[src/rtl/ami_pkg.sv]
// Shared types and width defaults for the AXI read-request scheduler.
// Imported by the arbiter and the scheduler top level.
package ami_pkg;

    typedef enum logic [0:0] {
        IDLE = 1'b0,
        HOLD = 1'b1
    } sched_state_e;

    localparam int AXI_DW_DEF     = 128;
    localparam int AXI_AW_DEF     = 32;
    localparam int AXI_IW_DEF     = 8;
    localparam int AXI_LW_DEF     = 8;
    localparam int AXI_SW_DEF     = 3;
    localparam int AXI_BURSTW_DEF = 2;
    localparam int AXI_RRESPW_DEF = 2;

    // Width of a requester index; never narrower than one bit.
    function automatic int idx_w(input int n);
        return (n <= 1) ? 1 : $clog2(n);
    endfunction

endpackage

[src/rtl/ami_rr_arb.sv]
// Combinational round-robin arbiter: grants the first eligible requester
// at or after rr_ptr, wrapping modulo NREQ.
module ami_rr_arb
    import ami_pkg::*;
#(
    parameter  int NREQ = 4,
    localparam int IW   = idx_w(NREQ)
) (
    input  logic [NREQ-1:0] eligible,
    input  logic [IW-1:0]   rr_ptr,
    output logic [NREQ-1:0] grant,
    output logic [IW-1:0]   grant_idx,
    output logic            any_grant
);

    logic [IW-1:0] cand;

    always_comb begin
        grant     = '0;
        grant_idx = '0;
        any_grant = 1'b0;
        cand      = '0;
        for (int k = 0; k < NREQ; k++) begin
            cand = IW'((int'(rr_ptr) + k) % NREQ);
            if (!any_grant && eligible[cand]) begin
                any_grant   = 1'b1;
                grant_idx   = cand;
                grant[cand] = 1'b1;
            end
        end
    end

endmodule

[src/rtl/ami_rd_sched.sv]
// Shares one AXI read master between NREQ clients: round-robin AR issue
// tagged by ARID, RID-steered R return and per-client outstanding caps.
module ami_rd_sched
    import ami_pkg::*;
#(
    parameter int NREQ       = 4,
    parameter int AXI_DW     = AXI_DW_DEF,
    parameter int AXI_AW     = AXI_AW_DEF,
    parameter int AXI_IW     = AXI_IW_DEF,
    parameter int AXI_LW     = AXI_LW_DEF,
    parameter int AXI_SW     = AXI_SW_DEF,
    parameter int AXI_BURSTW = AXI_BURSTW_DEF,
    parameter int AXI_RRESPW = AXI_RRESPW_DEF,
    parameter int MAX_OUT    = 4
) (
    input  logic                             ACLK,
    input  logic                             ARESETn,
    input  logic [NREQ-1:0][AXI_AW-1:0]      req_araddr,
    input  logic [NREQ-1:0][AXI_LW-1:0]      req_arlen,
    input  logic [NREQ-1:0][AXI_SW-1:0]      req_arsize,
    input  logic [NREQ-1:0][AXI_BURSTW-1:0]  req_arburst,
    input  logic [NREQ-1:0]                  req_arvalid,
    output logic [NREQ-1:0]                  req_arready,
    output logic [AXI_DW-1:0]                req_rdata,
    output logic [AXI_RRESPW-1:0]            req_rresp,
    output logic                             req_rlast,
    output logic [NREQ-1:0]                  req_rvalid,
    input  logic [NREQ-1:0]                  req_rready,
    output logic [AXI_IW-1:0]                ARID,
    output logic [AXI_AW-1:0]                ARADDR,
    output logic [AXI_LW-1:0]                ARLEN,
    output logic [AXI_SW-1:0]                ARSIZE,
    output logic [AXI_BURSTW-1:0]            ARBURST,
    output logic                             ARVALID,
    input  logic                             ARREADY,
    input  logic [AXI_IW-1:0]                RID,
    input  logic [AXI_DW-1:0]                RDATA,
    input  logic [AXI_RRESPW-1:0]            RRESP,
    input  logic                             RLAST,
    input  logic                             RVALID,
    output logic                             RREADY,
    output logic                             err_rid
);

    localparam int IW = idx_w(NREQ);
    localparam int CW = $clog2(MAX_OUT + 1);
    localparam logic [CW-1:0] MAX_OUT_C = CW'(MAX_OUT);

    sched_state_e                state_q, state_d;
    logic [IW-1:0]               rr_ptr_q, rr_ptr_d;
    logic [IW-1:0]               win_q, win_d;
    logic                        arvalid_q, arvalid_d;
    logic [AXI_IW-1:0]           arid_q, arid_d;
    logic [AXI_AW-1:0]           araddr_q, araddr_d;
    logic [AXI_LW-1:0]           arlen_q, arlen_d;
    logic [AXI_SW-1:0]           arsize_q, arsize_d;
    logic [AXI_BURSTW-1:0]       arburst_q, arburst_d;
    logic [NREQ-1:0][CW-1:0]     ocnt_q, ocnt_d;
    logic                        err_rid_q, err_rid_d;

    logic [NREQ-1:0]             eligible;
    logic [NREQ-1:0]             grant;
    logic [IW-1:0]               grant_idx;
    logic                        any_grant;
    logic                        grant_fire;
    logic [IW-1:0]               rid_idx;
    logic                        rid_ok;
    logic                        rlast_fire;
    logic                        underflow;

    always_comb begin
        eligible = '0;
        for (int i = 0; i < NREQ; i++) begin
            eligible[i] = req_arvalid[i] && (ocnt_q[i] < MAX_OUT_C);
        end
    end

    ami_rr_arb #(
        .NREQ (NREQ)
    ) u_arb (
        .eligible  (eligible),
        .rr_ptr    (rr_ptr_q),
        .grant     (grant),
        .grant_idx (grant_idx),
        .any_grant (any_grant)
    );

    assign grant_fire  = (state_q == IDLE) && any_grant;
    assign req_arready = grant_fire ? grant : '0;

    // R steering is purely combinational; out-of-range IDs are sunk here.
    assign rid_idx = RID[IW-1:0];
    assign rid_ok  = ({1'b0, RID} < (AXI_IW + 1)'(NREQ));

    always_comb begin
        req_rvalid = '0;
        RREADY     = 1'b1;
        if (rid_ok) begin
            req_rvalid[rid_idx] = RVALID;
            RREADY              = req_rready[rid_idx];
        end
    end

    assign rlast_fire = RVALID && RREADY && RLAST && rid_ok;
    assign req_rdata  = RDATA;
    assign req_rresp  = RRESP;
    assign req_rlast  = RLAST;

    always_comb begin
        state_d   = state_q;
        rr_ptr_d  = rr_ptr_q;
        win_d     = win_q;
        arvalid_d = arvalid_q;
        arid_d    = arid_q;
        araddr_d  = araddr_q;
        arlen_d   = arlen_q;
        arsize_d  = arsize_q;
        arburst_d = arburst_q;
        unique case (state_q)
            IDLE: begin
                if (any_grant) begin
                    state_d   = HOLD;
                    arvalid_d = 1'b1;
                    win_d     = grant_idx;
                    arid_d    = AXI_IW'(grant_idx);
                    araddr_d  = req_araddr[grant_idx];
                    arlen_d   = req_arlen[grant_idx];
                    arsize_d  = req_arsize[grant_idx];
                    arburst_d = req_arburst[grant_idx];
                end
            end
            HOLD: begin
                if (ARREADY) begin
                    state_d   = IDLE;
                    arvalid_d = 1'b0;
                    rr_ptr_d  = IW'((int'(win_q) + 1) % NREQ);
                end
            end
            default: state_d = IDLE;
        endcase
    end

    // A grant and an RLAST for the same requester cancel out.
    always_comb begin
        ocnt_d    = ocnt_q;
        underflow = 1'b0;
        for (int i = 0; i < NREQ; i++) begin
            if (rlast_fire && (rid_idx == IW'(i)) && (ocnt_q[i] == '0)) begin
                underflow = 1'b1;
            end
            if (grant_fire && grant[i] && !(rlast_fire && rid_idx == IW'(i))) begin
                ocnt_d[i] = ocnt_q[i] + CW'(1);
            end else if (!(grant_fire && grant[i]) && rlast_fire &&
                         (rid_idx == IW'(i)) && (ocnt_q[i] != '0)) begin
                ocnt_d[i] = ocnt_q[i] - CW'(1);
            end
        end
        err_rid_d = err_rid_q | (RVALID && !rid_ok) | underflow;
    end

    always_ff @(posedge ACLK or negedge ARESETn) begin
        if (!ARESETn) begin
            state_q   <= IDLE;
            rr_ptr_q  <= '0;
            win_q     <= '0;
            arvalid_q <= 1'b0;
            arid_q    <= '0;
            araddr_q  <= '0;
            arlen_q   <= '0;
            arsize_q  <= '0;
            arburst_q <= '0;
            ocnt_q    <= '0;
            err_rid_q <= 1'b0;
        end else begin
            state_q   <= state_d;
            rr_ptr_q  <= rr_ptr_d;
            win_q     <= win_d;
            arvalid_q <= arvalid_d;
            arid_q    <= arid_d;
            araddr_q  <= araddr_d;
            arlen_q   <= arlen_d;
            arsize_q  <= arsize_d;
            arburst_q <= arburst_d;
            ocnt_q    <= ocnt_d;
            err_rid_q <= err_rid_d;
        end
    end

    assign ARVALID = arvalid_q;
    assign ARID    = arid_q;
    assign ARADDR  = araddr_q;
    assign ARLEN   = arlen_q;
    assign ARSIZE  = arsize_q;
    assign ARBURST = arburst_q;
    assign err_rid = err_rid_q;

endmodule

[config.mk]
export PLATFORM = sky130hd
export DESIGN_NAME = ami_rd_sched
export DESIGN_NICKNAME = d
export VERILOG_FILES = /design/src/rtl/ami_pkg.sv /design/src/rtl/ami_rr_arb.sv /design/src/rtl/ami_rd_sched.sv
export SDC_FILE = /design/constraint.sdc
export NUM_CORES = 1
export LEC_CHECK = 0
export ABC_CLOCK_PERIOD_IN_PS = 3300
export BUFFER_PORTS_ARGS = -buffer_cell sky130_fd_sc_hd__buf_2
export CAP_MARGIN = 20
export CORE_AREA = 2 2 203 205
export CTS_CLUSTER_DIAMETER = 30
export DETAILED_ROUTE_END_ITERATION = 12
export DIE_AREA = 0 0 205 207
export PLACE_DENSITY = 0.46
export SETUP_SLACK_MARGIN = 0.02
export SLEW_MARGIN = 20
export SYNTH_ARGS = -nofsm -noshare
export SYNTH_HDL_FRONTEND = slang
export SYNTH_HIERARCHICAL = 1
export SYNTH_SLANG_ARGS = --single-unit
[constraint.sdc]
create_clock -name ACLK -period 3.3 [get_ports ACLK]
set_input_delay 0.495 -clock ACLK [delete_from_list [all_inputs] [get_ports ACLK]]
set_output_delay 0.495 -clock ACLK [all_outputs]
set_load 0.01 [all_outputs]
# [Word-level counts from Yosys, hierarchy flattened]
# Cells that the tools add are included.
[word_totals] elab_cells=187 register_bits=64 out_inout_bits=195 inputBits=331
[op_classes] magnitude_cmp=16 reduce_logical=73 n_mux=61 n_addsub=12 n_eq_ne=5 n_bitwise=7
[op_table] op="binary-select mux 32 bit (select 2 bit)" n=1
[op_table] op="logical AND 1 bit" n=45
[op_table] op="two-way mux 32 bit" n=1
[op_table] op="two-way mux 3 bit" n=9
[op_table] op="two-way mux 4 bit" n=6
[op_table] op="two-way mux 1 bit" n=23
[op_table] op="< comparator 2 x 3 -> 1 bit (second input constant)" n=6
[op_table] op="binary-select mux 8 bit (select 2 bit)" n=1
[op_table] op="adder 3 x 1 -> 3 bit (second input constant)" n=4
[op_table] op="logical NOT 1 bit" n=12
[op_table] op="logical NOT 3 bit" n=4
[op_table] op="< comparator 3 bit (second input constant)" n=4
[op_table] op="OR 4 bit" n=3
[op_table] op="nonzero test 3 bit" n=4
[op_table] op="subtractor 3 x 1 -> 3 bit (second input constant)" n=4
[op_table] op="binary-select mux 1 bit (select 2 bit)" n=5
[op_table] op="demux 1 bit (select 2 bit)" n=5
[op_table] op=">= comparator 2 x 1 -> 1 bit (second input constant)" n=5
[op_table] op="two-way mux 2 bit" n=5
[op_table] op="< comparator 8 x 3 -> 1 bit (second input constant)" n=1
[op_table] op="two-way mux 8 bit" n=1
[op_table] op="nonzero test 2 bit" n=4
[op_table] op="binary-select mux 3 bit (select 2 bit)" n=1
[op_table] op="AND reduction 2 bit" n=3
[op_table] op="11 further kinds" n=17

# [Logic depth before layout (Yosys ltp)]
# Gate-level depths: netlist of run 1.
[depth] word_depth=22 mapped_depth=15 mapped_depth_nobuf=13

# [Cells and area by module]
# The synthesis of run 1 kept the hierarchy.
[modules_own_cells] mod="ami_rd_sched" area_each_um2=5159.9 seq_area_each_um2=1601.5 cells_each=436 n_inst=1
[modules_own_cells] mod="ami_rr_arb" area_each_um2=419.2 seq_area_each_um2=0.0 cells_each=45 n_inst=1

# [Least setup slack after synthesis of run 1]
# No wires, ideal clock.
[synth_path] path_type="reg2reg" from="register rr_ptr_q[0]" to="register araddr_q[0] (netlist: ARADDR[0])" path_stages_with_launch=13 setup_time_ps=125 synth_period_minus_slack_ps=3520 arrival_ps=3395 setup_slack_ps=-220 path_buffers=4 t_required_ps=3175 cell_sequence="dfrtp_1 -> buf_6 -> inv_1 -> ha_1 -> mux4_2 -> buf_6 -> and2b_2 -> o21ai_0 -> o31ai_1 -> buf_2 -> buf_1 -> mux4_2 -> mux2_2"
[synth_between] elab_chain_len=14 word_cells_on_any_way=28 cone_classes="add/sub: 3; mux: 18; reduce/logical: 7"
[synth_lines] element="from (decl)" line="ami_rd_sched.sv:50" rtl="logic [IW-1:0] rr_ptr_q, rr_ptr_d;"
[synth_lines] element="from (signal assigned)" line="ami_rd_sched.sv:176" rtl="rr_ptr_q <= rr_ptr_d;"
[synth_lines] element="branches (longest 11 deep; another with adder 2 x 1 -> 2 bit)"
[synth_lines] element="two-way mux 2 bit *" line="ami_rr_arb.sv:25" rtl="if (!any_grant && eligible[cand]) begin"
[synth_lines] element="net grant_idx[0]" line="ami_rd_sched.sv:63" rtl="logic [IW-1:0] grant_idx;"
[synth_lines] element="binary-select mux 32 bit (select 2 bit) *" line="ami_rd_sched.sv:126" rtl="araddr_d = req_araddr[grant_idx];"
[synth_lines] element="two-way mux 32 bit (implied by the code) *" line="ami_rd_sched.sv:126"
[synth_lines] element="to (signal assigned)" line="ami_rd_sched.sv:180" rtl="araddr_q <= araddr_d;"
[synth_lines] element="to (decl)" line="ami_rd_sched.sv:54" rtl="logic [AXI_AW-1:0] araddr_q, araddr_d;"
# Mark *: on every way through the listed nets, which the timed path passes. The select of a mux whose other input is x is not followed.
# A chain may end at the register's enable or synchronous reset.

# [Final worst setup path of run 1]
[layout_path] from="register rr_ptr_q[0]" to="register ocnt_q[11] in the netlist's numbering"
[layout_between] word_cells_on_any_way=57 cone_classes="add/sub: 3; order compare: 8; mux: 25; bitwise: 3; reduce/logical: 18"
[layout_lines] element="branches (longest 11 deep; another with < comparator 2 x 3 -> 1 bit)"
[layout_lines] element="two-way mux 4 bit *" line="ami_rr_arb.sv:25"
[layout_lines] element="net grant[3]" line="ami_rd_sched.sv:62" rtl="logic [NREQ-1:0] grant;"
[layout_lines] element="logical AND 1 bit *" line="ami_rd_sched.sv:151, ami_rd_sched.sv:153"
[layout_lines] element="logical NOT 1 bit" line="ami_rd_sched.sv:153" rtl="end else if (!(grant_fire && grant[i]) && rlast_fire &&"
[layout_lines] element="logical AND 1 bit (2 in series)" line="ami_rd_sched.sv:153"
[layout_lines] element="logical AND 1 bit" line="ami_rd_sched.sv:154" rtl="(rid_idx == IW'(i)) && (ocnt_q[i] != '0)) begin"
[layout_lines] element="nonzero test 2 bit (no source line)"
[layout_lines] element="to (signal assigned)" line="ami_rd_sched.sv:184" rtl="ocnt_q <= ocnt_d;"
[layout_lines] element="to (decl)" line="ami_rd_sched.sv:58" rtl="logic [NREQ-1:0][CW-1:0] ocnt_q, ocnt_d;"
# Marks and branches as above.

==> run metrics, run 1 <==
Ys Warns=6; sequential area share after synthesis=28.7%; Post-Syn Area per Cell=11.6 um2; DRT antenna net count=0; DR vias/cell=3.71; #FFs+latches synth=64; cell family with most CP delay=simple AND/OR/NAND/NOR gates; Overflow after GRT=0; Critical path buffers and inverters=1; IO Pins=526; initial antenna violation count=3; main flop type after synthesis=dfrtp_1; Die Area=0.0424 mm2; FP Rows=74; Die H=207 um; fin crit share=96.7%; pin count of the biggest net entering global routing=65; Reg clk slew, reported paths=0.07 ns; Synth cell types=54; Min-Delay Path Class=in -> async; Longest Clk Path Bufs=2; count of final hold-check violations=0; Synth async-reset ratio=100%; drt drc=0; Max stage delay on crit path=0.47 ns; status=complete, no violations; DIE WIDTH=205 um; Initial DRT Pass Iterations=4; CTS tree=done; Final Instance Area=0.00720 mm2; Slew HR=37.0%; initial detailed-routing violation count=162; setup repair after global routing missed its margin=yes; Lkg Pwr=3.12 nW; nature of the critical path endpoint=register; crit path time final=3.19 ns; Worst setup SP type=register; ant diodes=0; Placement Cell Area=0.00674 mm2; routed via count=4358; CTS Sinks=64; gate count of the mapped netlist=481; PwrDens=1130 mW/mm2; mapped cell area=0.00558 mm2; gp weighted congestion=0.766; Max Cap Violations=0; fmax=0.313 GHz; Initial Util=13.8%; Root Driver=clkbuf_16; share of cells above drive strength 1=69.6%; Fill cells=4556; clk_lat worst skew=0.36 ns; VDD IR max=0.828 mV; final count of negative-setup-slack endpoints=0; wire per inst=16.8 um; Worst Path Arrival=3.44 ns; vias in the first global route=4854; global-route wire length before repair=28700 um; Max Slew Vio Count=0; critical path's slowest cell=or4_1; critical path type=reg -> reg; Post-DP HPWL=15700 um; cts bufs inserted=9; Core Util, Final=17.8%; WP data required=3.55 ns; Routed WL=19700 um; number of synthesized flops with an enable pin=0; PortBufs=259; actual slew at the worst max-slew pin=0.944 ns; GRT Total Usage=9.33%; Area growth, synth to finish=29.1%; fin nets=979; Core Region=0.0404 mm2; Cell Chain, Critical Path=inv_4 > ha_4 > mux4_2 > nor4b_4 > a22oi_2 > o21ai_1 > and3b_2 > o41ai_4 > fa_2 > or4_1 > o311ai_1; CP Max Fanout=7; clk_skew=0.0129 ns; CTS H-tree lvls=3
[sequential cells by signal, indices dropped and copies added (netlist names)]
name and count:
ARADDR 32, ocnt_q 12, ARLEN 8, ARSIZE 3, ARBURST 2, ARID 2, rr_ptr_q 2, ARVALID 1
err_rid 1, state_q 1
[path summary, 6_finish.rpt]
kind	slack, ns	to	start	cells past startpoint
max in group asynchronous	2.35	ocnt_q[11]$_DFFE_PN0P_	ARESETn	1
hold / removal	0.29	ARADDR[21]$_DFFE_PN0P_	ARESETn	1
hold reg to reg	0.50	ARADDR[12]$_DFFE_PN0P_	ARADDR[12]$_DFFE_PN0P_	1
min in group ACLK	0.34	ARVALID$_DFFE_PN0P_	ARREADY	2
setup / recovery	0.11	ocnt_q[11]$_DFFE_PN0P_	rr_ptr_q[0]$_DFFE_PN0P_	11
setup reg to reg	0.11	ocnt_q[11]$_DFFE_PN0P_	rr_ptr_q[0]$_DFFE_PN0P_	11
[Yosys cell counts, types with 5 or more instances]
library cell / n / share of area, %
inv_1: 9 / 0.61
nand2b_1: 6 / 0.67
nand2_1: 9 / 0.61
dfrtp_1: 64 / 29
a22oi_1: 8 / 1.1
a21oi_1: 7 / 0.63
mux4_2: 48 / 19
mux2i_1: 9 / 1.6
nor2b_1: 6 / 0.67
clkbuf_1: 13 / 0.87
mux2_2: 52 / 10
nor2_1: 17 / 1.1
buf_4: 137 / 18
buf_1: 5 / 0.34
ha_1: 5 / 1.1
nor4_1: 5 / 0.56
o21ai_0: 10 / 0.90
[area by class of cell]
cell class	count	area [um2]	share of cell area, %
Clock buffer	13	260	3.61
Clock inverter	3	40.0	0.556
Inverter	9	36.3	0.504
Multi-Input combinational cell	251	2890	40.2
Sequential cell	64	1610	22.3
Tap cell	532	666	9.24
Timing Repair Buffer	304	1700	23.6
[metal layers]
| layer | track usage (%) | vias up | wire length, um |
|---|---|---|---|
| li1 | - | 1943 | - |
| met1 | 8.56 | 2058 | 6450 |
| met2 | 15.8 | 274 | 9620 |
| met3 | 4.15 | 79 | 2160 |
| met4 | 7.64 | 4 | 1440 |
| met5 | 0 | - | 27 |
[cells by family after synthesis]
kind of cell | synth area share (%)
xor gates and xnor gates | 0.785
adders and majority gates | 2.56
and+or+nand+nor | 8.63
DFF | 28.7
muxes | 32.6
AOI/OAI and AO/OA | 5.29
buffers and inverters | 21.3
other | 0.0672
[cell usage in the layout (no fill, tap or decap), types with 3 or more instances in the layout]
master     Yosys  layout
a21oi_1        7       7
a22oi_1        8       7
and2_1         4       4
buf_12         0       3
buf_2          3     255
buf_4        137      41
buf_6          4       5
clkbuf_16      0       9
conb_1         1       6
dfrtp_1       64      61
dfrtp_2        0       3
fa_2           0       3
ha_1           5       4
inv_1          9       7
mux2_2        52      52
mux2i_1        9       9
mux4_2        48      48
nand2_1        9       9
nand2b_1       6       5
nand3_1        3       3
nor2_1        17      17
nor2b_1        6       3
nor3_1         4       3
nor4_1         5       5
o21ai_0       10       7
o21ai_1        0       3
o22ai_1        4       4
xor2_1         3       3
[where the power goes]
| part | internal [W] | switching [W] | leakage [nW] |
|---|---|---|---|
| Clock | 0.000624 | 0.000395 | 0.150 |
| Combinational | 0.00312 | 0.00243 | 2.22 |
| Sequential | 0.00122 | 0.000308 | 0.748 |
| Total | 0.00497 | 0.00313 | 3.12 |
[what timing repair did]
action	4_1_cts	5_1_grt
pin swaps	1	5
endpoints found under the setup margin	5	36
hold buffers	0	0
gates resized for setup	1	21
buffers inserted	0	13
[metrics by stage]
stage | std cells | worst slack [ns] | hold WS (ns) | TNS, ns | power [W]
3_3_place_gp | 1147 | -0.100 | 0.485 | -0.511 | 0.00697
2_1_floorplan | 486 | 0.0369 | 0.199 | 0 | 0.00550
4_1_cts | 1163 | 0.0275 | 0.313 | 0 | 0.00812
6_report | 1176 | 0.109 | 0.289 | 0 | 0.00810
5_1_grt | 1176 | -0.0508 | 0.322 | -0.101 | 0.00879
3_5_place_dp | 1147 | -0.149 | 0.489 | -1.05 | 0.00702
(Power assumes the default switching activity.)
==> run 2, diff against run 1 <==
==> constraint.sdc (replaced) <==
create_clock -name ACLK -period 3.3 [get_ports ACLK]
set_input_delay 0.165 -clock ACLK [delete_from_list [all_inputs] [get_ports ACLK]]
set_output_delay 0.165 -clock ACLK [all_outputs]
set_load 0.01 [all_outputs]
==> run 2 against run 1 <==
  * Cell count decreased by 1.4%
  * Combinational power shrank 0.7%
  * Sequential power is essentially flat
  * Utilization down 0.30 points
  * First-iteration DRC count decreased by 9.9%
  * Cell area fell by 1.7%
  * Worst hold slack got worse by 0.15 ns
  * Count of clock-buffer cells in the layout decreased by 3
  * Fmax rose by 0.60%
  * Setup slack gained 0.019 ns
==> run metrics, run 2 (synthesis results as in run 1) <==
DRT antenna net count=0; crit path time final=3.17 ns; vias in the first global route=4654; Longest Clk Path Bufs=2; DIE WIDTH=205 um; final count of negative-setup-slack endpoints=0; met3 Use GR=3.51%; switching pwr=0.00313 W; Initial DRT Pass Iterations=4; fin crit share=96.1%; R2R cell count=11; Area growth, synth to finish=26.9%; Min-Delay Path Class=in -> reg; Min-Delay Endpoint=err_rid$_DFF_PN0_; global routing usage on met1=8.66%; switching part of the total power=39.0%; R2R Path End=ocnt_q[11]$_DFFE_PN0P_; setup repair after global routing missed its margin=no; max FFs per register=32; WP data required=3.55 ns; Pint=0.00490 W; routed via count=4268; CP Max Fanout=6; wire per inst=16.4 um; initial detailed-routing violation count=146; cts bufs inserted=9; Worst setup SP type=register; fin nets=963; drt drc=0; Slew HR=37.7%; count of final hold-check violations=0; IO Pins=526; DR vias/cell=3.68; gp weighted congestion=0.791; Lkg Pwr=3.04 nW; Multi-input gate area=0.00288 mm2; most common cell after layout, fill and taps aside=buf_2; clk_lat worst skew=0.36 ns; actual slew at the worst max-slew pin=0.935 ns; PwrDens=1130 mW/mm2; Routed WL=19000 um; critical path type=reg -> reg; Reg power frac=19.0%; FP Rows=74; Gate power share=68.6%; Final Instance Area=0.00708 mm2; part of the power in the clock network=12.4%; fmax=0.315 GHz; GRT Total Usage=9.01%; Die H=207 um; hold wc startpoint=RVALID; status=complete, no violations; clk_skew=0.0115 ns; Max Cap Violations=0; initial antenna violation count=2; grt met2 use=15.0%; VDD IR max=0.863 mV; number of cells on the worst hold path=2; Die Area=0.0424 mm2; global-route wire length before repair=27700 um; Max Slew Vio Count=0; r2r setup slk=0.13 ns; pin count of the biggest net entering global routing=65; CTS H-tree lvls=3; r2r startpoint=rr_ptr_q[0]$_DFFE_PN0P_; worst setup path startpoint=rr_ptr_q[0]$_DFFE_PN0P_; most frequent cells in the layout=buf_2 (258), dfrtp_1 (61), mux2_2 (52); CTS tree=done; Most Crowded Layer GR=met2; Worst Path Arrival=3.43 ns; Placement Cell Area=0.00670 mm2; Post-DP HPWL=15500 um; Initial Util=13.8%; register area=0.00161 mm2; Overflow after GRT=0; Fill cells=4580; ant diodes=0; Root Driver=clkbuf_16; PortBufs=259; nature of the critical path endpoint=register; Reg clk slew, reported paths=0.07 ns; share of cells above drive strength 1=68.6%; Setup TNS=0 ns; Core Region=0.0404 mm2; CTS Sinks=64; Core Util, Final=17.5%
run 2: cell count changes in the layout (fill, tap and decap cells not counted), moves of 3 or more:
cell	delta
buf_6	-4
buf_4	-20
buf_12	+3
buf_2	+3
run 2: worst max-delay path, stage by stage (launching register included):
cell and delay [ns]:
dfrtp_2 0.44, inv_4 0.06, ha_4 0.28, mux4_2 0.39, buf_6 0.17, a22oi_2 0.18
o21ai_1 0.07, and3b_2 0.23, buf_4 0.14, or4_4 0.49, or4_1 0.51, o311ai_1 0.10
run 2: metal layers:
metal | share of wire [%] | vias up
met5 | 0.14 | -
met4 | 7.6 | 4
met3 | 10 | 84
met2 | 48 | 280
met1 | 34 | 1997
li1 | - | 1903
run 2: power by group through the flow:
stage	registers, W	logic [W]	clock network [W]
after global placement	0.00152	0.00551	0
after detailed placement	0.00153	0.00554	0
after floorplan	0.00163	0.00387	0
final	0.00153	0.00551	0.000995
after global routing	0.00159	0.00603	0.00108
after CTS	0.00153	0.00554	0.00105
run 2: worst max path at each step:
| stage | slack [ns] | end | cells after the start |
|---|---|---|---|
| floorplan | 0.04 | ocnt_q[11]$_DFFE_PN0P_ | 14 |
| detailed placement | 0.004 | ocnt_q[11]$_DFFE_PN0P_ | 10 |
| CTS | 0.05 | ocnt_q[11]$_DFFE_PN0P_ | 10 |
| global route | 0.02 | ocnt_q[11]$_DFFE_PN0P_ | 11 |
| finish | 0.13 | ocnt_q[11]$_DFFE_PN0P_ | 11 |
| global placement | 0.04 | ocnt_q[11]$_DFFE_PN0P_ | 10 |
run 2: final cells by class:
| cell class | instances | share of cell area (%) |
|---|---|---|
| Multi-Input combinational cell | 251 | 40.7 |
| Sequential cell | 64 | 22.7 |
| Timing Repair Buffer | 288 | 22.6 |
| Tap cell | 532 | 9.40 |
| Clock buffer | 10 | 3.23 |
| Clock inverter | 6 | 0.848 |
| Inverter | 9 | 0.512 |
run 2: what timing repair did:
| item | in CTS | in global routing |
|---|---|---|
| resized for setup | 1 | 15 |
| hold endpoints to repair | 45 | 0 |
| endpoints found under the setup margin | 1 | 4 |
| hold buffers | 2 | 0 |
| pin swaps | 0 | 2 |
| setup buffers | 0 | 4 |
run 2: metrics by stage:
stage,total power (W),hold WS (ns),std cells,setup slack [ns]
after floorplan,0.00550,-0.131,486,0.0369
after global placement,0.00703,0.330,1138,0.0420
after detailed placement,0.00706,0.330,1138,0.00432
after CTS,0.00812,0.0870,1156,0.0518
after global routing,0.00869,0.117,1160,0.0216
final,0.00803,0.137,1160,0.128
